[src/rtl/centered_selection_builder_pkg.sv]
// Shared fixed-point helpers for the parity-polytope projection blocks:
// ceil-log2, ONE/HALF construction and saturating arithmetic.
package centered_selection_builder_pkg;

  // Ceil-log2 with clog2Int(1) == 0, usable in constant expressions.
  function automatic int clog2Int(input int n);
    int r;
    r = 0;
    for (int k = 0; k < 31; k++) begin
      if ((1 << k) < n) r = k + 1;
    end
    return r;
  endfunction

  function automatic int fixedOne(input int fractionWidth);
    return 1 << fractionWidth;
  endfunction

  function automatic int fixedHalf(input int fractionWidth);
    return 1 << (fractionWidth - 1);
  endfunction

  // Clamp to the signed range of a width-bit two's-complement value.
  function automatic int satClamp(input int value, input int width);
    int lo;
    int hi;
    lo = -(1 << (width - 1));
    hi = (1 << (width - 1)) - 1;
    if (value < lo) return lo;
    if (value > hi) return hi;
    return value;
  endfunction

  function automatic int satAddSub(input int a, input int b, input logic subtract,
                                   input int width);
    return satClamp(subtract ? (a - b) : (a + b), width);
  endfunction

endpackage

[src/rtl/centered_selection_builder_argmin_tree.sv]
// Pipelined argmin over packed unsigned keys, one tree level per register.
// Ties go to the lower index; padding leaves carry an all-ones key.
module argmin_tree
  import centered_selection_builder_pkg::*;
#(
  parameter int BLOCKLENGTH = 1,
  parameter int KEY_WIDTH = 9,
  localparam int LEVELS = clog2Int(BLOCKLENGTH),
  localparam int IDX_WIDTH = (LEVELS == 0) ? 1 : LEVELS
) (
  input  logic                             clk,
  input  logic                             reset,
  input  logic                             enable,
  input  logic [KEY_WIDTH*BLOCKLENGTH-1:0] keys,
  output logic [IDX_WIDTH-1:0]             min_index
);

  if (LEVELS == 0) begin : gSingle
    logic unusedInputs;
    assign unusedInputs = ^{clk, reset, enable, keys};
    assign min_index = '0;
  end else begin : gTree
    localparam int LEAVES = 1 << LEVELS;
    localparam int INTERNAL = LEAVES - 1;
    localparam int NODES = 2 * LEAVES - 1;

    logic [KEY_WIDTH-1:0] leafKey [LEAVES];
    logic [IDX_WIDTH-1:0] leafIdx [LEAVES];
    logic [KEY_WIDTH-1:0] nodeKey_q [INTERNAL];
    logic [IDX_WIDTH-1:0] nodeIdx_q [INTERNAL];
    logic [KEY_WIDTH-1:0] allKey [NODES];
    logic [IDX_WIDTH-1:0] allIdx [NODES];
    logic unusedRootKey;

    for (genvar i = 0; i < LEAVES; i++) begin : gLeaf
      if (i < BLOCKLENGTH) begin : gReal
        assign leafKey[i] = keys[i*KEY_WIDTH +: KEY_WIDTH];
      end else begin : gPad
        assign leafKey[i] = '1;
      end
      assign leafIdx[i] = IDX_WIDTH'(i);
    end

    // Heap layout: node n has children 2n+1 and 2n+2, leaves sit after the internal nodes.
    always_comb begin
      for (int n = 0; n < INTERNAL; n++) begin
        allKey[n] = nodeKey_q[n];
        allIdx[n] = nodeIdx_q[n];
      end
      for (int i = 0; i < LEAVES; i++) begin
        allKey[INTERNAL + i] = leafKey[i];
        allIdx[INTERNAL + i] = leafIdx[i];
      end
    end

    always_ff @(posedge clk or posedge reset) begin
      if (reset) begin
        for (int n = 0; n < INTERNAL; n++) begin
          nodeKey_q[n] <= '0;
          nodeIdx_q[n] <= '0;
        end
      end else if (enable) begin
        for (int n = 0; n < INTERNAL; n++) begin
          if (allKey[2*n + 2] < allKey[2*n + 1]) begin
            nodeKey_q[n] <= allKey[2*n + 2];
            nodeIdx_q[n] <= allIdx[2*n + 2];
          end else begin
            nodeKey_q[n] <= allKey[2*n + 1];
            nodeIdx_q[n] <= allIdx[2*n + 1];
          end
        end
      end
    end

    assign unusedRootKey = ^nodeKey_q[0];
    assign min_index = nodeIdx_q[0];
  end

endmodule

[src/rtl/centered_selection_builder.sv]
// Builds the odd-weight selection f for a check-node vector v and emits the
// flipped-and-centered vector c for the downstream selection test.
module centered_selection_builder
  import centered_selection_builder_pkg::*;
#(
  parameter int TAG_WIDTH = 32,
  parameter int BLOCKLENGTH = 1,
  parameter int DATA_WIDTH = 8,
  parameter int FRACTION_WIDTH = 6
) (
  input  logic                              clk,
  input  logic                              reset,
  input  logic                              ready_in,
  input  logic                              valid_in,
  input  logic [TAG_WIDTH-1:0]              tag_in,
  input  logic [DATA_WIDTH*BLOCKLENGTH-1:0] data_in,
  output logic                              busy,
  output logic                              ready_out,
  output logic                              valid_out,
  output logic [TAG_WIDTH-1:0]              tag_out,
  output logic [BLOCKLENGTH-1:0]            selection_out,
  output logic [DATA_WIDTH*BLOCKLENGTH-1:0] data_out
);

  localparam int LEVELS = clog2Int(BLOCKLENGTH);
  localparam int NUM_REGISTERS = 3 + LEVELS;
  localparam int KEY_WIDTH = DATA_WIDTH + 1;
  localparam int IDX_WIDTH = (LEVELS == 0) ? 1 : LEVELS;
  localparam int VEC_WIDTH = DATA_WIDTH * BLOCKLENGTH;
  localparam int CARRY_WIDTH = VEC_WIDTH + BLOCKLENGTH + 1;
  localparam int ONE = fixedOne(FRACTION_WIDTH);
  localparam int HALF = fixedHalf(FRACTION_WIDTH);

  logic [NUM_REGISTERS-1:0]      valid_q;
  logic [TAG_WIDTH-1:0]          tag_q [NUM_REGISTERS];
  logic                          enable;

  logic [VEC_WIDTH-1:0]          vec0_q;
  logic [VEC_WIDTH-1:0]          vec1_q;
  logic [BLOCKLENGTH-1:0]        sel1_q, sel1_d;
  logic [KEY_WIDTH*BLOCKLENGTH-1:0] dist1_q, dist1_d;
  logic                          par1_q;

  logic [VEC_WIDTH-1:0]          vecF;
  logic [BLOCKLENGTH-1:0]        selF;
  logic                          parF;
  logic [IDX_WIDTH-1:0]          minIndex;

  logic [BLOCKLENGTH-1:0]        selOut_q, selection_d;
  logic [VEC_WIDTH-1:0]          dataOut_q, data_d;

  assign enable    = ready_in | ~valid_q[NUM_REGISTERS-1];
  assign ready_out = enable;
  assign valid_out = valid_q[NUM_REGISTERS-1];
  assign tag_out   = tag_q[NUM_REGISTERS-1];
  assign busy      = |valid_q;
  assign selection_out = selOut_q;
  assign data_out  = dataOut_q;

  // Valid/tag train: every stage advances together whenever the output is free or taken.
  always_ff @(posedge clk or posedge reset) begin
    if (reset) begin
      valid_q <= '0;
      for (int k = 0; k < NUM_REGISTERS; k++) tag_q[k] <= '0;
    end else if (enable) begin
      valid_q <= {valid_q[NUM_REGISTERS-2:0], valid_in};
      tag_q[0] <= tag_in;
      for (int k = 1; k < NUM_REGISTERS; k++) tag_q[k] <= tag_q[k-1];
    end
  end

  // Distance to HALF is taken one bit wider than the data so it never wraps.
  always_comb begin
    int vi;
    int diff;
    sel1_d  = '0;
    dist1_d = '0;
    vi      = 0;
    diff    = 0;
    for (int i = 0; i < BLOCKLENGTH; i++) begin
      vi = int'($signed(vec0_q[i*DATA_WIDTH +: DATA_WIDTH]));
      sel1_d[i] = (vi >= HALF);
      diff = vi - HALF;
      if (diff < 0) diff = -diff;
      dist1_d[i*KEY_WIDTH +: KEY_WIDTH] = diff[KEY_WIDTH-1:0];
    end
  end

  always_ff @(posedge clk or posedge reset) begin
    if (reset) begin
      vec0_q    <= '0;
      vec1_q    <= '0;
      sel1_q    <= '0;
      dist1_q   <= '0;
      par1_q    <= 1'b0;
      selOut_q  <= '0;
      dataOut_q <= '0;
    end else if (enable) begin
      vec0_q    <= data_in;
      vec1_q    <= vec0_q;
      sel1_q    <= sel1_d;
      dist1_q   <= dist1_d;
      par1_q    <= ^sel1_d;
      selOut_q  <= selection_d;
      dataOut_q <= data_d;
    end
  end

  argmin_tree #(
    .BLOCKLENGTH (BLOCKLENGTH),
    .KEY_WIDTH   (KEY_WIDTH)
  ) uArgmin (
    .clk       (clk),
    .reset     (reset),
    .enable    (enable),
    .keys      (dist1_q),
    .min_index (minIndex)
  );

  // v, f0 and parity ride alongside the tree so they meet the winning index.
  if (LEVELS == 0) begin : gNoCarry
    assign {vecF, selF, parF} = {vec1_q, sel1_q, par1_q};
  end else begin : gCarry
    logic [CARRY_WIDTH-1:0] carry_q [LEVELS];
    always_ff @(posedge clk or posedge reset) begin
      if (reset) begin
        for (int k = 0; k < LEVELS; k++) carry_q[k] <= '0;
      end else if (enable) begin
        carry_q[0] <= {vec1_q, sel1_q, par1_q};
        for (int k = 1; k < LEVELS; k++) carry_q[k] <= carry_q[k-1];
      end
    end
    assign {vecF, selF, parF} = carry_q[LEVELS-1];
  end

  always_comb begin
    int vi;
    int wi;
    int ci;
    selection_d = selF;
    data_d      = '0;
    vi          = 0;
    wi          = 0;
    ci          = 0;
    for (int i = 0; i < BLOCKLENGTH; i++) begin
      if (!parF && (int'(minIndex) == i)) selection_d[i] = ~selF[i];
    end
    for (int i = 0; i < BLOCKLENGTH; i++) begin
      vi = int'($signed(vecF[i*DATA_WIDTH +: DATA_WIDTH]));
      wi = selection_d[i] ? satAddSub(ONE, vi, 1'b1, DATA_WIDTH) : vi;
      ci = satAddSub(wi, HALF, 1'b1, DATA_WIDTH);
      data_d[i*DATA_WIDTH +: DATA_WIDTH] = ci[DATA_WIDTH-1:0];
    end
  end

endmodule

[config.mk]
export PLATFORM = sky130hd
export DESIGN_NAME = centered_selection_builder
export DESIGN_NICKNAME = d
export VERILOG_FILES = /design/src/rtl/centered_selection_builder_pkg.sv /design/src/rtl/centered_selection_builder_argmin_tree.sv /design/src/rtl/centered_selection_builder.sv
export SDC_FILE = /design/constraint.sdc
export NUM_CORES = 1
export LEC_CHECK = 0
export CAP_MARGIN = 20
export CORE_ASPECT_RATIO = 1.75
export CORE_UTILIZATION = 45
export DETAILED_ROUTE_END_ITERATION = 16
export HOLD_SLACK_MARGIN = 0.03
export PLACE_DENSITY = 0.78
export SLEW_MARGIN = 10
export SYNTH_ARGS = -nofsm -noshare
export SYNTH_HDL_FRONTEND = slang
export SYNTH_HIERARCHICAL = 1
export SYNTH_SLANG_ARGS = --single-unit
[constraint.sdc]
create_clock -name clk -period 12.4 [get_ports clk]
set_input_delay 2.48 -clock clk [delete_from_list [all_inputs] [get_ports clk]]
set_output_delay 2.48 -clock clk [all_outputs]
set_load 0.02 [all_outputs]
==> results.py <==
metrics = {
    "synth": {
        "syn_area_mm2": 0.00558,
        "ys_warn_count": 6,
        "syn_nets": 692,
        "syn_inst": 637,
        "avgSynthCellArea_um2": 8.75,
    },
    "floorplan": {
        "chipHeight_um": 149,
        "dieArea_mm2": 0.0129,
        "core_area_mm2": 0.0121,
        "die_w_um": 86.1,
        "start_util_pct": 46.2,
        "boundaryPins": 88,
        "rows": 53,
    },
    "global_routing": {
        "antenna_found_initial": 0,
        "grt_pass1_wl_mm": 18.9,
        "groute.usage.overall_pct": 18.9,
        "grt_max_degree": 101,
        "grt_pass1_vias": 3958,
        "grt_overflow": 0,
    },
    "setup_path": {
        "reg2reg_from": "vec1_q[2]",
        "cpPeakStageDelay_ps": 640,
        "start_kind": "input port",
        "slowest_stage": "clkdlybuf4s50_1",
        "worstPathArrival_ps": 4540,
        "critPathBufInv": 4,
        "critPathMaxFanout": 53,
        "path_common_cell": "clkdlybuf4s50_1",
        "crit_path_start": "ready_in",
        "crit_path_cell_trace": "clkdlybuf4s50_1, nor2b_4, buf_4, clkinv_2, clkdlybuf4s50_1",
        "setup.worst_path.end_class": "output port",
        "worstPathRequired_ps": 9920,
        "crit_family": "buffers and inverters",
        "crit_type": "input port to output port",
    },
    "layout": {
        "area_growth_pct": 24.9,
        "fillCellCount": 1092,
        "nNetsFinal": 733,
        "utilization_pct": 57.7,
        "drive_gt1_share_pct": 6.51,
        "stdcell_count": 856,
        "fin_area_mm2": 0.00697,
        "antennaDiodeCount": 0,
    },
    "placement": {
        "post-place-ws_ps": 5380,
        "dpl-instance-area_mm2": 0.00631,
        "dp_cells": 824,
        "io_buffers": 87,
        "post-dp-hpwl_mm": 7.38,
        "place_congestion": 0.956,
    },
    "timing": {
        "finalMaxSlewViolations": 0,
        "finalCritPeriodShare_pct": 56.6,
        "fin_crit_ps": 7020,
        "worst_slew_pin_slew_ps": 954,
        "hold_violations": 0,
        "skew_ps": 6.62,
        "tns_ps": 0,
        "rsz0062_at_grt": "false",
        "worst_slack_ps": 5380,
        "relSlewSlack_pct": 36.4,
        "setup_violations": 0,
        "fmax_mhz": 142,
    },
    "pwr": {
        "clockPowerShare_pct": 29.8,
        "powerDensity_mw_per_mm2": 262,
        "p_int_uw": 1200,
        "power_frac_seq_pct": 36.4,
        "irDropWorstVdd_v": 0.000145,
        "leakagePower_uw": 0.00344,
        "p_sw_uw": 626,
        "combinationalPowerShare_pct": 33.8,
        "switching_share_pct": 34.3,
    },
    "route": {
        "drt_iter0_drc": 325,
        "avgViaCountPerCell": 4.91,
        "dr_total_vias": 4202,
        "routed_wl_mm": 11.3,
        "first_pass_iters": 5,
        "wl_per_cell_um": 13.2,
        "drc": 0,
        "antenna_left": 0,
    },
    "job": {
        "drv_cap": 0,
    },
    "clock_tree": {
        "post_cts_buffers": 0,
        "cts_buffers": 17,
        "clkSinkCount": 125,
        "cts_tree": "built",
        "root_buffer": "clkbuf_16",
        "cts_htree_levels": 4,
        "holdBufCountCts": 0,
        "post_cts_resized": 0,
        "clk_path_buf_depth": 2,
        "worstSkewPairLatency_ps": 410,
        "clk_pin_slew_ps": 60,
    },
    "outcome": {
        "status": "finished, final reports clean",
    },
    "worst_hold_path": {
        "hold_path_class": "register to register",
        "min_from": "tag_q[78]",
    },
}
registers in the layout, indices dropped and copies added (netlist names):
name and flops:
tag_q 64, selection_out 1, vec0_q 8, par1_q 1
vec1_q 8, valid_q 3, data_out 8, tag_out 32
power by group through the flow:
| stage | clock [uW] | sequential, uW | combinational, uW |
|---|---|---|---|
| 3_3_place_gp | 0 | 662 | 588 |
| 3_5_place_dp | 0 | 667 | 614 |
| 2_1_floorplan | 0 | 644 | 466 |
| 4_1_cts | 552 | 663 | 617 |
| 5_1_grt | 572 | 681 | 676 |
| 6_report | 543 | 663 | 616 |
worst paths after layout:
path                       depth (start not counted)     endpoint  slack [ps]
hold / removal                                     2    tag_q[78]         460
hold reg to reg                                    2    tag_q[78]         460
min in group asynchronous                          2    tag_q[49]        2510
setup reg to reg                                  12  data_out[1]        8390
setup / recovery                                   5    ready_out        5380
max in group asynchronous                          3    tag_q[87]        8500
metrics by stage:
stage                     hold slack (ps)  total power, uW
after floorplan                       439             1110
after global placement                448             1250
after detailed placement              455             1280
after CTS                             466             1830
after global routing                  480             1930
final                                 464             1820
cells in the final DEF (no fill, tap or decap), drive strengths merged, types with 6 or more instances in the layout:
cell type / count
a22o: 6
clkbuf: 22
clkdlybuf4s50: 87
clkinv: 6
dfrtp: 125
ha: 11
inv: 9
nand2: 330
nand3: 9
nor2: 7
o21ai: 14
o31ai: 6
worst min-delay path, delay by kind of cell (launching register included):
| family | cells | cell delay [ps] |
|---|---|---|
| flops | 1 | 340 |
| simple gates | 2 | 100 |
final cells by class:
type                    count  area [um2]  share of cell area [%]
inverters                  11        45.0                   0.647
clock inverters            10         185                    2.66
flip-flops and latches    125        3130                    44.9
repair buffers             91         901                    12.9
clock buffers              22         474                    6.81
well taps                 165         206                    2.96
multi-input cells         432        2030                    29.1
layer usage:
metal / global-route usage, % / routed length [um]
met2: 32.0 / 5900
met1: 23.2 / 4650
met4: 7.42 / 206
met3: 4.48 / 542
met5: 0 / 0
No activity file was read; power rests on OpenSTA's default activity.
==> edit 1, RTL diff (config.mk and constraints unchanged) <==
Set the parameter `TAG_WIDTH` to 48 (it was 32).
--- a/src/rtl/centered_selection_builder.sv
+++ b/src/rtl/centered_selection_builder.sv
@@ -3,7 +3,7 @@
 module centered_selection_builder
   import centered_selection_builder_pkg::*;
 #(
-  parameter int TAG_WIDTH = 32,
+  parameter int TAG_WIDTH = 48,
   parameter int BLOCKLENGTH = 1,
   parameter int DATA_WIDTH = 8,
   parameter int FRACTION_WIDTH = 6
Interface: changed (resized tag_in and tag_out); port bits go from 88 to 120. No check against the original RTL was run, so the function may have changed too.
==> edit 1 against the original RTL <==
Synthesized cell count up 35%. Sequential cell count up 48. Clock skew up 0.0022 ns. Sequential power up 35%. Cell area up 29%. Global-route usage down 2.0 points. Synthesized area up 34%. Maximum frequency up 1.3%. Total power up 21%. Wire length up 21%. Register-to-register slack better by 0.41 ns. Worst setup slack better by 0.088 ns. Largest power group unchanged. Highest routed layer unchanged.
==> edit 1: results (changes against the original RTL) <==
Standard cell with the maximum stage delay on the critical path - sky130_fd_sc_hd__clkdlybuf4s50_1
Diodes inserted - 0 (unchanged)
Post-Synthesis Net Count - 929 (+34%)
Outcome - complete, no violations
Vias after detailed routing - 5383 (+28%)
Arrival time at the worst endpoint - 4.45 ns (-0.09 ns)
Share of post-route cells with drive strength above 1 - 4.90% (-1.6 points)
Clock root buffer - sky130_fd_sc_hd__clkbuf_16
Maximum number of pins on one net before global-route repair - 107 (+5.9%)
Flip-flop count of the largest register, all copies and words added - 96 (+50%)
Total setup buffers inserted after CTS - 0 (unchanged)
Number of global-route vias before repair - 4872 (+23%)
R2R Setup Slk - 8.80 ns (+0.41 ns)
Met1 routing resource usage after global routing - 21.5% (-1.7 points)
Detailed Routing Iterations Pass 1 - 4 (-1)
Clock slew at the register clock pins of the worst setup and hold paths - 0.07 ns
Hold-critical path depth - 2 (unchanged)
Global-route usage over all layers - 16.9% (-2.0 points)
Global routing usage on met2 - 27.6% (-4.5 points)
Met3 track demand over resource in global routing - 3.40% (-1.1 points)
Startpoint of the lowest-slack hold path - tag_q[63]
Type of the tightest min-delay check - flip-flop to flip-flop
Wire length of the first global-routing pass - 22.8 mm (+21%)
Detail-routed net length per standard cell - 12.3 µm (-6.4%)
Number of cells traversed by the worst register-to-register path - 11 (-1)
Crit path max fanout - 100 (+89%)
Gpl congestion - 0.895 (-6.4%)
Delay of the slowest cell on the worst path - 0.76 ns (+0.12 ns)
Buffers added on ports - 119 (+37%)
Number of nets in the layout - 977 (+33%)
Transition at the pin with the smallest max-transition slack - 0.944 ns (-0.00946 ns)
Worst voltage drop across the vdd grid - 0.0914 mV (-37%)
End point of the worst hold path - tag_out[15]
Leakage power total - 4.53 nW (+32%)
Worst setup skew after layout - 0.00883 ns (+0.00221 ns)
Initial drt markers - 232 (-29%)
HPWL Detailed - 8.76 mm (+19%)
edit 1: power by group:
part / internal, mW / total [mW] / leakage, nW / switching (mW)
Combinational: 0.331 / 0.765 / 2.13 / 0.434
Sequential: 0.768 / 0.893 / 2.10 / 0.124
Clock: 0.313 / 0.540 / 0.299 / 0.227
Total: 1.41 / 2.20 / 4.53 / 0.785
edit 1: area by class of cell:
type | instances | area [µm²]
fillers | 1436 | 7060
flip-flops and latches | 173 | 4330
multi-input cells | 580 | 2530
repair buffers | 123 | 1220
clock buffers | 19 | 453
well taps | 189 | 236
clock inverters | 12 | 149
inverters | 11 | 48.8
edit 1: worst max path at each step:
| stage | from | to | slack, ns | cells after the start |
|---|---|---|---|---|
| CTS | ready_in | ready_out | 5.43 | 4 |
| finish | ready_in | ready_out | 5.47 | 4 |
| floorplan | reset | data_out[0] | 5.23 | 1 |
| detailed placement | ready_in | ready_out | 5.44 | 4 |
| global placement | ready_in | ready_out | 5.45 | 4 |
| global route | ready_in | ready_out | 5.32 | 4 |
edit 1: worst min-delay path: stages, from the launching register on:
cell and delay [ns]:
sky130_fd_sc_hd__dfrtp_1 0.34, sky130_fd_sc_hd__nand2_1 0.05, sky130_fd_sc_hd__nand2_1 0.05
edit 1: per-stage QoR:
| stage | hold WS (ns) | instances | util (%) | worst slack [ns] | area, µm² |
|---|---|---|---|---|---|
| 2_1_floorplan | 0.439 | 858 | - | 5.23 | 7450 |
| 5_1_grt | 0.482 | 1107 | 56.0 | 5.32 | 8970 |
| 3_5_place_dp | 0.455 | 1076 | 52.2 | 5.44 | 8370 |
| 6_report | 0.461 | 1107 | 56.0 | 5.47 | 8970 |
| 3_3_place_gp | 0.448 | 1076 | 52.2 | 5.45 | 8370 |
| 4_1_cts | 0.467 | 1107 | 56.0 | 5.43 | 8970 |
edit 1: per-layer routing:
| metal | routed length, µm | vias to the layer above |
|---|---|---|
| met5 | 0 | - |
| met4 | 288 | 0 |
| met3 | 473 | 21 |
| met2 | 6840 | 128 |
| met1 | 6070 | 2537 |
| li1 | - | 2697 |
==> edit 2, RTL diff (same settings) <==
Without the edit above. Reset style: synchronous (`reset`), changed in 4 clocked blocks.
--- a/src/rtl/centered_selection_builder_argmin_tree.sv
+++ b/src/rtl/centered_selection_builder_argmin_tree.sv
@@ -53,7 +53,7 @@
       end
     end
 
-    always_ff @(posedge clk or posedge reset) begin
+    always_ff @(posedge clk) begin
       if (reset) begin
         for (int n = 0; n < INTERNAL; n++) begin
           nodeKey_q[n] <= '0;
--- a/src/rtl/centered_selection_builder.sv
+++ b/src/rtl/centered_selection_builder.sv
@@ -58,7 +58,7 @@
   assign data_out  = dataOut_q;
 
   // Valid/tag train: every stage advances together whenever the output is free or taken.
-  always_ff @(posedge clk or posedge reset) begin
+  always_ff @(posedge clk) begin
     if (reset) begin
       valid_q <= '0;
       for (int k = 0; k < NUM_REGISTERS; k++) tag_q[k] <= '0;
@@ -86,7 +86,7 @@
     end
   end
 
-  always_ff @(posedge clk or posedge reset) begin
+  always_ff @(posedge clk) begin
     if (reset) begin
       vec0_q    <= '0;
       vec1_q    <= '0;
@@ -122,7 +122,7 @@
     assign {vecF, selF, parF} = {vec1_q, sel1_q, par1_q};
   end else begin : gCarry
     logic [CARRY_WIDTH-1:0] carry_q [LEVELS];
-    always_ff @(posedge clk or posedge reset) begin
+    always_ff @(posedge clk) begin
       if (reset) begin
         for (int k = 0; k < LEVELS; k++) carry_q[k] <= '0;
       end else if (enable) begin
Function: not settled (the Yosys comparison gave no result); the edit may change what the design does.
==> edit 2 against the original RTL <==
First-iteration DRC count down 33%. Worst setup slack better by 0.30 ns. Register-to-register slack better by 0.12 ns. Synthesized area down 0.85%. Sequential cell count unchanged. Cell area down 0.27%. Wire length down 16%.
Power is not compared: it rests on default switching activity, and its combinational part moved more than twofold at a synthesized area within 25%.
==> edit 2: results (changes against the original RTL) <==
Reg2reg start - vec1_q[0]
Number of global-route vias before repair - 3305 (-16%)
Flip-flop count of the largest register, all copies and words added - 96 (+50%)
Startpoint of the lowest-slack hold path - data_out[0]
Worst setup skew after layout - 0.00727 ns (+0.000651 ns)
Post-Synthesis Net Count - 516 (-25%)
Initial antenna violation count - 0 (unchanged)
Internal power - 0.857 mW
Gpl congestion - 0.813 (-15%)
Number of nets in the layout - 569 (-22%)
Share of post-route cells with drive strength above 1 - 9.11% (+2.6 points)
Outcome - complete, no violations
Delay of the slowest cell on the worst path - 0.69 ns (+0.05 ns)
Total cell area at the placement stage - 6290 µm² (-0.24%)
Maximum number of pins on one net before global-route repair - 99 (-2.0%)
Final std cells w/o fill - 692 (-19%)
Overall power after layout - 1.12 mW
Global-route usage over all layers - 15.8% (-3.1 points)
Transition at the pin with the smallest max-transition slack - 0.978 ns (+0.0238 ns)
Post-synthesis average cell area - 12.0 µm² (+37%)
Seq pwr share - 43.5%
First element of the critical path - ready_in
Pre-CTS setup slack - 5.68 ns (+0.298 ns)
Arrival time at the worst endpoint - 4.24 ns (-0.30 ns)
Buffers added on ports - 87 (unchanged)
Clk_lat worst skew - 0.41 ns (about the same)
DP Cell Count - 659 (-20%)
Post_cts resized - 0 (unchanged)
Wire length of the first global-routing pass - 15.3 mm (-19%)
Leakage power total - 2.75 nW
Detail-routed net length per standard cell - 13.6 µm (+3.5%)
Clock slew at the register clock pins of the worst setup and hold paths - 0.06 ns (about the same)
Vias after detailed routing - 3385 (-19%)
Crit path max fanout - 25 (-53%)
HPWL Detailed - 6.18 mm (-16%)
Clock root buffer - sky130_fd_sc_hd__clkbuf_16
Initial drt markers - 218 (-33%)
Type of the tightest min-delay check - flip-flop to flip-flop
[edit 2: metal layers]
layer	wire length (µm)	GRT usage [%]
met1	3550	16.9
met2	5130	27.0
met3	437	5.22
met4	319	9.50
met5	0	0
[edit 2: path summary, 6_finish.rpt]
path / cells after the start / slack, ns / to
worst min register to register: 2 / 0.45 / data_out[0]
worst max register to register: 13 / 8.51 / data_out[2]
worst max-delay path: 5 / 5.68 / ready_out
worst min-delay path: 2 / 0.45 / data_out[0]
[edit 2: layout make-up]
cell class | count | area (µm²)
multi-input combinational | 265 | 1670
timing repair buffer | 91 | 921
clock buffer | 17 | 425
fill | 963 | 5060
sequential | 125 | 3460
tap | 165 | 206
clock inverter | 15 | 203
inverter | 14 | 53.8
[edit 2: critical path, delay by kind of cell]
kind / cells / cell delay (ns)
simple gates: 1 / 0.05
buf+inv: 4 / 1.71
